$ cat config.mk
export PLATFORM = sky130hd
export DESIGN_NAME = fp8_issue_ctrl
export DESIGN_NICKNAME = d
export VERILOG_FILES = /design/src/rtl/fp8_issue_ctrl_pkg.sv /design/src/rtl/fp8_rsp_fifo.sv /design/src/rtl/fp8_issue_ctrl.sv
export SDC_FILE = /design/constraint.sdc
export NUM_CORES = 1
export LEC_CHECK = 0
export BUFFER_PORTS_ARGS = -buffer_cell sky130_fd_sc_hd__buf_2
export CORE_MARGIN = 2
export CORE_UTILIZATION = 50
export CTS_BUF_LIST = sky130_fd_sc_hd__clkbuf_2
export CTS_CLUSTER_SIZE = 14
export DETAILED_ROUTE_END_ITERATION = 8
export GPL_ROUTABILITY_DRIVEN = 0
export PLACE_DENSITY = 0.73
export SYNTH_ARGS = -nofsm -noshare
export SYNTH_HDL_FRONTEND = slang
export SYNTH_SLANG_ARGS = --single-unit
$ cat constraint.sdc
create_clock -name clk -period 3 [get_ports clk]
set_input_delay 0.3 -clock clk [delete_from_list [all_inputs] [get_ports clk]]
set_output_delay 0.3 -clock clk [all_outputs]
set_load 0.005 [all_outputs]
$ cat src/rtl/fp8_issue_ctrl_pkg.sv
// Shared definitions for the FP8 issue controller: op codes, unit flag bit
// positions, FSM state type and the queued response record.
package fp8_issue_ctrl_pkg;

  localparam logic [1:0] OP_ADD      = 2'b00;
  localparam logic [1:0] OP_SUB      = 2'b01;
  localparam logic [1:0] OP_MUL      = 2'b10;
  localparam logic [1:0] OP_RESERVED = 2'b11;

  // Bit positions inside the 4-bit {zero,overflow,underflow,inexact} flag field.
  localparam int FLAG_INEXACT   = 0;
  localparam int FLAG_UNDERFLOW = 1;
  localparam int FLAG_OVERFLOW  = 2;
  localparam int FLAG_ZERO      = 3;

  typedef enum logic [1:0] {
    ST_IDLE  = 2'b00,
    ST_ISSUE = 2'b01,
    ST_WAIT  = 2'b10
  } issue_state_t;

  typedef struct packed {
    logic [7:0] result;
    logic [3:0] flags;
    logic [3:0] tag;
    logic       timeout;
  } rsp_t;

  localparam int RSP_W = $bits(rsp_t);

endpackage

$ cat src/rtl/fp8_rsp_fifo.sv
// Response FIFO: power-of-two depth, first-word-fall-through head, occupancy
// count; a push into a full FIFO is only taken when a pop frees a slot that cycle.
module fp8_rsp_fifo #(
  parameter int WIDTH = 17,
  parameter int DEPTH = 4,
  localparam int AW = $clog2(DEPTH),
  localparam int CW = AW + 1
) (
  input  logic             clk,
  input  logic             reset_n,
  input  logic             push,
  input  logic [WIDTH-1:0] push_data,
  input  logic             pop,
  output logic [WIDTH-1:0] head,
  output logic             empty,
  output logic [CW-1:0]    count
);

  logic [WIDTH-1:0] mem [DEPTH];
  logic [AW-1:0]    wr_ptr;
  logic [AW-1:0]    rd_ptr;
  logic             full;
  logic             do_push;
  logic             do_pop;

  assign empty   = (count == '0);
  assign full    = (count == CW'(DEPTH));
  assign do_pop  = pop & ~empty;
  assign do_push = push & (~full | do_pop);
  assign head    = mem[rd_ptr];

  // NOTE: storage is deliberately left out of reset; only pointers and count
  // define validity, and the consumer masks the head while the FIFO is empty.
  always_ff @(posedge clk) begin
    if (do_push) mem[wr_ptr] <= push_data;
  end

  // NOTE: every clocked assignment is non-blocking so all registers update
  // from the same pre-edge values regardless of statement order.
  always_ff @(posedge clk or negedge reset_n) begin
    if (!reset_n) begin
      wr_ptr <= '0;
      rd_ptr <= '0;
      count  <= '0;
    end else begin
      if (do_push) wr_ptr <= wr_ptr + AW'(1);
      if (do_pop)  rd_ptr <= rd_ptr + AW'(1);
      case ({do_push, do_pop})
        2'b10:   count <= count + CW'(1);
        2'b01:   count <= count - CW'(1);
        default: ;
      endcase
    end
  end

endmodule

$ cat src/rtl/fp8_issue_ctrl.sv
// Single-outstanding issue controller between a command stream and an FP8
// arithmetic unit, with timeout detection and an in-order response FIFO.
module fp8_issue_ctrl
  import fp8_issue_ctrl_pkg::*;
#(
  parameter int TIMEOUT_CYCLES = 16,
  parameter int RSP_DEPTH      = 4
) (
  input  logic       clk,
  input  logic       reset_n,
  input  logic       cmd_valid,
  output logic       cmd_ready,
  input  logic [7:0] cmd_a,
  input  logic [7:0] cmd_b,
  input  logic [1:0] cmd_op,
  input  logic [3:0] cmd_tag,
  output logic       unit_start,
  output logic [7:0] unit_a,
  output logic [7:0] unit_b,
  output logic [1:0] unit_op,
  input  logic       unit_done,
  input  logic [7:0] unit_result,
  input  logic [3:0] unit_flags,
  output logic       rsp_valid,
  input  logic       rsp_ready,
  output logic [7:0] rsp_result,
  output logic [3:0] rsp_flags,
  output logic [3:0] rsp_tag,
  output logic       rsp_timeout,
  output logic [7:0] err_count
);

  localparam int CNT_W = $clog2(TIMEOUT_CYCLES + 1);
  localparam int FCW   = $clog2(RSP_DEPTH) + 1;

  issue_state_t     state_q, state_d;
  logic [7:0]       a_q, b_q;
  logic [1:0]       op_q;
  logic [3:0]       tag_q;
  logic [CNT_W-1:0] wait_q, wait_d;
  logic [7:0]       err_q;

  logic             accept;
  logic             push;
  logic             timeout_evt;
  logic             spurious_done;
  rsp_t             push_rsp;
  rsp_t             head_rsp;
  logic             fifo_empty;
  logic [FCW-1:0]   fifo_count;

  // Accepting only from IDLE with a free slot reserves room for the response
  // of the op being issued, so a push can never find the FIFO full.
  assign cmd_ready     = reset_n & (state_q == ST_IDLE) & (fifo_count < FCW'(RSP_DEPTH));
  assign accept        = cmd_valid & cmd_ready;
  assign spurious_done = unit_done & (state_q != ST_WAIT);

  // NOTE: every signal written here gets a default first, so no path through
  // the case leaves one unassigned and no latch is inferred.
  always_comb begin
    state_d     = state_q;
    wait_d      = wait_q;
    unit_start  = 1'b0;
    push        = 1'b0;
    timeout_evt = 1'b0;
    push_rsp    = '0;
    case (state_q)
      ST_IDLE: begin
        if (accept) state_d = ST_ISSUE;
      end
      ST_ISSUE: begin
        unit_start = 1'b1;
        wait_d     = '0;
        state_d    = ST_WAIT;
      end
      ST_WAIT: begin
        // A done arriving on the last allowed cycle beats the timeout.
        if (unit_done) begin
          push     = 1'b1;
          push_rsp = '{result: unit_result, flags: unit_flags, tag: tag_q, timeout: 1'b0};
          state_d  = ST_IDLE;
        end else if (wait_q == CNT_W'(TIMEOUT_CYCLES - 1)) begin
          push        = 1'b1;
          timeout_evt = 1'b1;
          push_rsp    = '{result: 8'h00, flags: 4'h0, tag: tag_q, timeout: 1'b1};
          state_d     = ST_IDLE;
        end else begin
          wait_d = wait_q + CNT_W'(1);
        end
      end
      default: state_d = ST_IDLE;
    endcase
  end

  always_ff @(posedge clk or negedge reset_n) begin
    if (!reset_n) begin
      state_q <= ST_IDLE;
      wait_q  <= '0;
      a_q     <= '0;
      b_q     <= '0;
      op_q    <= OP_ADD;
      tag_q   <= '0;
      err_q   <= '0;
    end else begin
      state_q <= state_d;
      wait_q  <= wait_d;
      if (accept) begin
        a_q   <= cmd_a;
        b_q   <= cmd_b;
        op_q  <= cmd_op;
        tag_q <= cmd_tag;
      end
      if ((timeout_evt | spurious_done) && (err_q != 8'hFF)) err_q <= err_q + 8'd1;
    end
  end

  fp8_rsp_fifo #(
    .WIDTH (RSP_W),
    .DEPTH (RSP_DEPTH)
  ) u_rsp_fifo (
    .clk       (clk),
    .reset_n   (reset_n),
    .push      (push),
    .push_data (push_rsp),
    .pop       (rsp_ready),
    .head      (head_rsp),
    .empty     (fifo_empty),
    .count     (fifo_count)
  );

  assign unit_a    = a_q;
  assign unit_b    = b_q;
  assign unit_op   = op_q;
  assign err_count = err_q;

  // Head fields read as zero while nothing is queued.
  assign rsp_valid   = ~fifo_empty;
  assign rsp_result  = rsp_valid ? head_rsp.result  : 8'h00;
  assign rsp_flags   = rsp_valid ? head_rsp.flags   : 4'h0;
  assign rsp_tag     = rsp_valid ? head_rsp.tag     : 4'h0;
  assign rsp_timeout = rsp_valid ? head_rsp.timeout : 1'b0;

endmodule

==> results of run 1 <==
## state kept, by name, summed over array words and instances, names as in the netlist
| register | count |
|---|---|
| u_rsp_fifo.mem | 68 |
| err_count | 8 |
| unit_a | 8 |
| unit_b | 8 |
| wait_q | 5 |
| tag_q | 4 |
| u_rsp_fifo.count | 3 |
| state_q | 2 |
| u_rsp_fifo.rd_ptr | 2 |
| u_rsp_fifo.wr_ptr | 2 |
| unit_op | 2 |
## per-stage QoR
stage | hold WS, ns | util | instance area [µm²]
after global routing | 0.0319 | 0.620 | 5760
after floorplan | 0.00441 | - | 4820
after global placement | 0.451 | 0.583 | 5410
final | 0.0835 | 0.620 | 5760
after CTS | 0.0309 | 0.620 | 5760
after detailed placement | 0.441 | 0.583 | 5410
## cell usage in the layout, fill, tap and decap left out, drive strengths merged, types with 2 or more instances in the layout
cell	n
nor2	6
edfxtp	68
ha	8
and3	2
o21ai	6
clkbuf	10
a22o	3
nand2	12
dlygate4sd3	23
a21oi	4
and2	39
nor3	6
inv	14
nor4b	2
nor3b	2
nand3	2
buf	93
dfrtp	44
xnor2	3
mux2	24
or3	2
mux4	17
xor2	8
## logic make-up (layout without fill, tap and decap cells)
group,count (synthesis),after routing
xor+xnor,11,11
simple gates,80,80
buf+inv,22,143
mux,42,42
flops,112,112
fa+ha+maj,9,9
compound gates,17,17
## how the worst max path moves through the flow
stage	slack [ns]	to	depth (start not counted)
2_1_floorplan	0.55	u_rsp_fifo.count[2]	12
3_3_place_gp	0.65	u_rsp_fifo.count[2]	12
3_5_place_dp	0.58	u_rsp_fifo.count[2]	12
4_1_cts	0.23	rsp_timeout	4
5_1_grt	0.12	rsp_result[7]	4
6_report	0.37	rsp_timeout	4
## layer usage
layer,global-route usage,up-vias,part of all wire
li1,-,1299,-
met3,0.0335,9,0.051
met1,0.230,1383,0.44
met2,0.287,84,0.50
met5,0,-,0
met4,0.0482,0,0.010
## worst max-delay path, cell delays in order, from the launching register on
cell and delay, ns:
dfrtp_1 0.77, buf_12 0.23, mux4_2 0.50, and2_1 0.17, buf_2 0.12
## layout make-up
type	count	area, µm²	share of cell area
Clock buffer	10	50.0	0.00869
Clock inverter	6	67.6	0.0117
Inverter	11	41.3	0.00717
Multi-Input combinational cell	159	1570	0.272
Sequential cell	112	3140	0.546
Tap cell	129	161	0.0280
Timing Repair Buffer	116	731	0.127
## power by group through the flow
stage	clock network (mW)	logic, mW	registers, mW
3_5_place_dp	0	1.55	2.29
2_1_floorplan	0	1.10	2.17
4_1_cts	0.710	1.58	2.26
3_3_place_gp	0	1.52	2.28
5_1_grt	0.766	1.73	2.31
6_report	0.677	1.55	2.26
==> results.toml, run 1 <==
[sta]
relSlewSlack = 0.464
max_freq_mhz = 380
finalSetupViolCount = 0
period_share = 0.876
hold_viol = 0
rsz0062_at_grt = "no"
fin_crit_ns = 2.63
fin_skew_ns = 0.0337
finalSetupTns_ns = 0
drv_slew = 0
tightestPinTransition_ns = 0.804
fin_ws_ns = 0.371

[floorplan]
die_area_um2 = 10400
core_area_um2 = 9280
rows = 35
die_w_um = 102
ioPinCount = 85
dieHeight_um = 102
start_util = 0.519

[pwr]
seq_power_share = 0.503
power_mw = 4.49
max-vdd-ir-drop_mv = 0.452
combPwrFrac = 0.346
p_sw_frac = 0.308
p_leak_nw = 2.45
power.internal_mw = 3.11
power.switching_mw = 1.38
clkPwrFrac = 0.151
powerDensity_nw_per_um2 = 779

[detailed_routing]
drt_iter0_drc = 123
wl_per_cell_um = 15.8
drc = 0
drt-total-wl_mm = 8.56
vias_per_cell = 5.11
dr_total_vias = 2775
postRouteAntennaNets = 0
drt-pass1-iter-count = 4

[worst_hold_path]
worst_hold_path_type = "input pin to flop"
min-delay-start = "unit_flags[2]"
whs_endpoint = "u_rsp_fifo.mem[1][7]"
hold_depth = 2

[clocking]
cts_sinks = 112
cts_made_buffers = 9
clk_latency_ns = 0.55
path_clk_slew_ns = 0.29
cts_max_path_buffers = 2
post_cts_buffers = 0
cts-hold-fix-buffers = 23
cts_tree = "built"
post_cts_resized = 0
htreeDepth = 3
clock-root-buffer = "clkbuf_2"

[setup_path]
startpoint = "u_rsp_fifo.rd_ptr[0]"
critPathArrivalTime_ns = 2.33
regToRegEndpoint = "u_rsp_fifo.count[2]"
worst_setup_path_end_kind = "primary output"
rr_startpoint = "wait_q[0]"
worst-path-max-fanout = 11
required_ns = 2.70
ff2ff_path_depth = 12
reg2reg_slack_ns = 0.50
criticalPathCategory = "flop to primary output"
start_kind = "flop"

[placed_design]
dp.final_hpwl_mm = 5.47
portBuffers = 84
place_worst_setup_slack_ns = 0.576
dpl.cell_count = 504

[finish]
nNetsFinal = 457
antenna_cells = 0
final_cells = 543
syn2layout_area_growth_pct = 19.5
drive_above_1_share = 0.372
nFillCells = 741

[run_status]
outcome = "complete, no violations"

[yosys]
synthAdderAreaFrac = 0.0249
synthTopCellsByArea = "edfxtp_1, dfrtp_1, mux4_2"
synth_top_area_share = 0.424
synth_top_area_cell = "edfxtp_1"
synth_common_cells = "edfxtp_1, dfrtp_1, and2_1, mux2_4, mux4_2"
synth-main-ff-cell = "edfxtp_1"
synthXorXnorAreaFrac = 0.0200
synth_seq_cells = 112
netlist_area_um2 = 4820
synth_compound_area_frac = 0.0252
synth_top_family_by_area = "multiplexers"
synth-edff-count = 68
syn-num-nets = 341
synthCells = 293
synth_area_per_cell_um2 = 16.5
ys_seq_area_frac = 0.652
synth_most_common_cell = "edfxtp_1"
muxShareOfSynthArea = 0.153
synth-simple-area-share = 0.102
yosys_warnings = 0
ys_types = 44
ys_async_sr_fraction = 0.393

[global_route]
grt_antenna_before_repair = 0
grt_pass1_wl_mm = 13.5
grt-ovfl-total = 0
grt.total_usage = 0.171
grt_max_degree = 45
grt_pass1_vias = 2712

[run]
maxCapViolations = 0
No activity file was read; power rests on OpenSTA's default activity.
==> run 2: changes to the inputs <==
clock period = 3.4 ns   (was 3 ns; I/O delays follow)
==> results.toml, run 2 (same netlist as run 1, synthesis figures left out) <==
[run_status]
outcome = "complete, no violations"

[floorplan]
ioPinCount = 85
dieHeight_um = 102
core_area_um2 = 9280
start_util = 0.519
rows = 35
die_w_um = 102
die_area_um2 = 10400

[detailed_routing]
vias_per_cell = 5.04
postRouteAntennaNets = 0
drt_iter0_drc = 77
dr_total_vias = 2719
drt-total-wl_mm = 8.49
drc = 0
wl_per_cell_um = 15.7
drt-pass1-iter-count = 7

[sta]
fin_crit_ns = 2.77
hold_ws_ns = 0.117
finalSetupViolCount = 0
max_freq_mhz = 362
fin_skew_ns = 0.0381
finalSetupTns_ns = 0
hold_viol = 0
fin_ws_ns = 0.634
rsz0062_at_grt = "no"
drv_slew = 0
relSlewSlack = 0.410
period_share = 0.814
tightestPinTransition_ns = 0.881

[setup_path]
ff2ff_path_depth = 12
worst_setup_path_end_kind = "flop"
reg2reg_slack_ns = 0.63
worst-path-max-fanout = 8
critPathArrivalTime_ns = 3.24
startpoint = "wait_q[0]"
regToRegEndpoint = "u_rsp_fifo.count[2]"
required_ns = 3.88
rr_startpoint = "wait_q[0]"
criticalPathCategory = "flop to flop"
start_kind = "flop"

[global_route]
grt.total_usage = 0.171
grt-ovfl-total = 0
grt_pass1_vias = 2779
grt_antenna_before_repair = 0
grt_pass1_wl_mm = 13.5
grt_max_degree = 45

[finish]
antenna_cells = 0
final_area_um2 = 5730
final_cell_mix = "buf_2, edfxtp_1, dfrtp_1"
nFillCells = 738
nNetsFinal = 454
layout_commonest_cell = "buf_2"
largest_reg_flops = 68
final_cells = 540
final_util = 0.618
drive_above_1_share = 0.367
largest-register = "u_rsp_fifo.mem"
syn2layout_area_growth_pct = 18.9

[pwr]
combPwrFrac = 0.346
max-vdd-ir-drop_mv = 0.385
powerDensity_nw_per_um2 = 690
power_mw = 3.96
clkPwrFrac = 0.157
power.switching_mw = 1.23
seq_power_share = 0.497
p_leak_nw = 2.43
power.internal_mw = 2.73
p_sw_frac = 0.311

[clocking]
clk_latency_ns = 0.56
cts_sinks = 112
htreeDepth = 3
cts_made_buffers = 9
cts_tree = "built"
path_clk_slew_ns = 0.30
clock-root-buffer = "clkbuf_2"
post_cts_resized = 0
cts_max_path_buffers = 2

[worst_hold_path]
whs_endpoint = "u_rsp_fifo.mem[0][7]"
min-delay-start = "unit_flags[2]"
worst_hold_path_type = "input pin to flop"
hold_depth = 2

[placed_design]
placed_area_um2 = 5380
dpl.cell_count = 501
portBuffers = 84
dp.final_hpwl_mm = 5.58
place_worst_setup_slack_ns = 0.687

[run]
maxCapViolations = 0
run 2: cell count changes in the layout (fill, tap and decap cells not counted), sizes merged:
cell / before / now
clkinvlp: 1 / 2
buf: 93 / 90
clkinv: 1 / 0
run 2: worst max-delay path by stage:
stage / endpoint / slack [ns] / cells after the start
5_1_grt: u_rsp_fifo.count[2] / 0.43 / 12
6_report: u_rsp_fifo.count[2] / 0.63 / 12
3_5_place_dp: u_rsp_fifo.count[2] / 0.69 / 12
2_1_floorplan: u_rsp_fifo.count[2] / 0.95 / 12
3_3_place_gp: u_rsp_fifo.count[2] / 0.80 / 12
4_1_cts: u_rsp_fifo.count[2] / 0.62 / 12
run 2: worst max-delay path, cell delays in order, from the launching register on:
cell	delay, ns
dfrtp_1	0.48
ha_1	0.23
and3_1	0.15
ha_1	0.20
nor2_1	0.36
nor3_2	0.16
inv_1	0.09
ha_1	0.18
inv_1	0.06
fa_1	0.37
xor2_1	0.15
nor2_1	0.11
xor2_1	0.17
run 2: metal layers:
layer / routed length, µm / track usage / up-vias / part of all wire
met5: 0 / 0 / - / 0
met1: 3650 / 0.219 / 1335 / 0.43
met2: 4450 / 0.304 / 75 / 0.52
met3: 327 / 0.0287 / 8 / 0.039
met4: 60 / 0.0462 / 0 / 0.0071
li1: - / - / 1301 / -
run 2: layout make-up:
cell class,count,area (µm²),area share
clock inverters,6,76.3,0.0133
well taps,129,161,0.0281
inverters,11,41.3,0.00720
multi-input cells,159,1570,0.273
clock buffers,10,50.0,0.00873
flip-flops and latches,112,3140,0.548
repair buffers,113,696,0.121
run 2: power groups by stage:
stage / registers (mW) / logic (mW) / clock network [mW]
2_1_floorplan: 1.92 / 0.969 / 0
3_3_place_gp: 1.98 / 1.33 / 0
3_5_place_dp: 1.99 / 1.37 / 0
4_1_cts: 1.97 / 1.40 / 0.645
5_1_grt: 2.01 / 1.53 / 0.700
6_report: 1.97 / 1.37 / 0.623
run 2: what timing repair did:
item,CTS,global route
buffers inserted,0,0
hold buffers,23,0
endpoints found under the hold margin,66,0
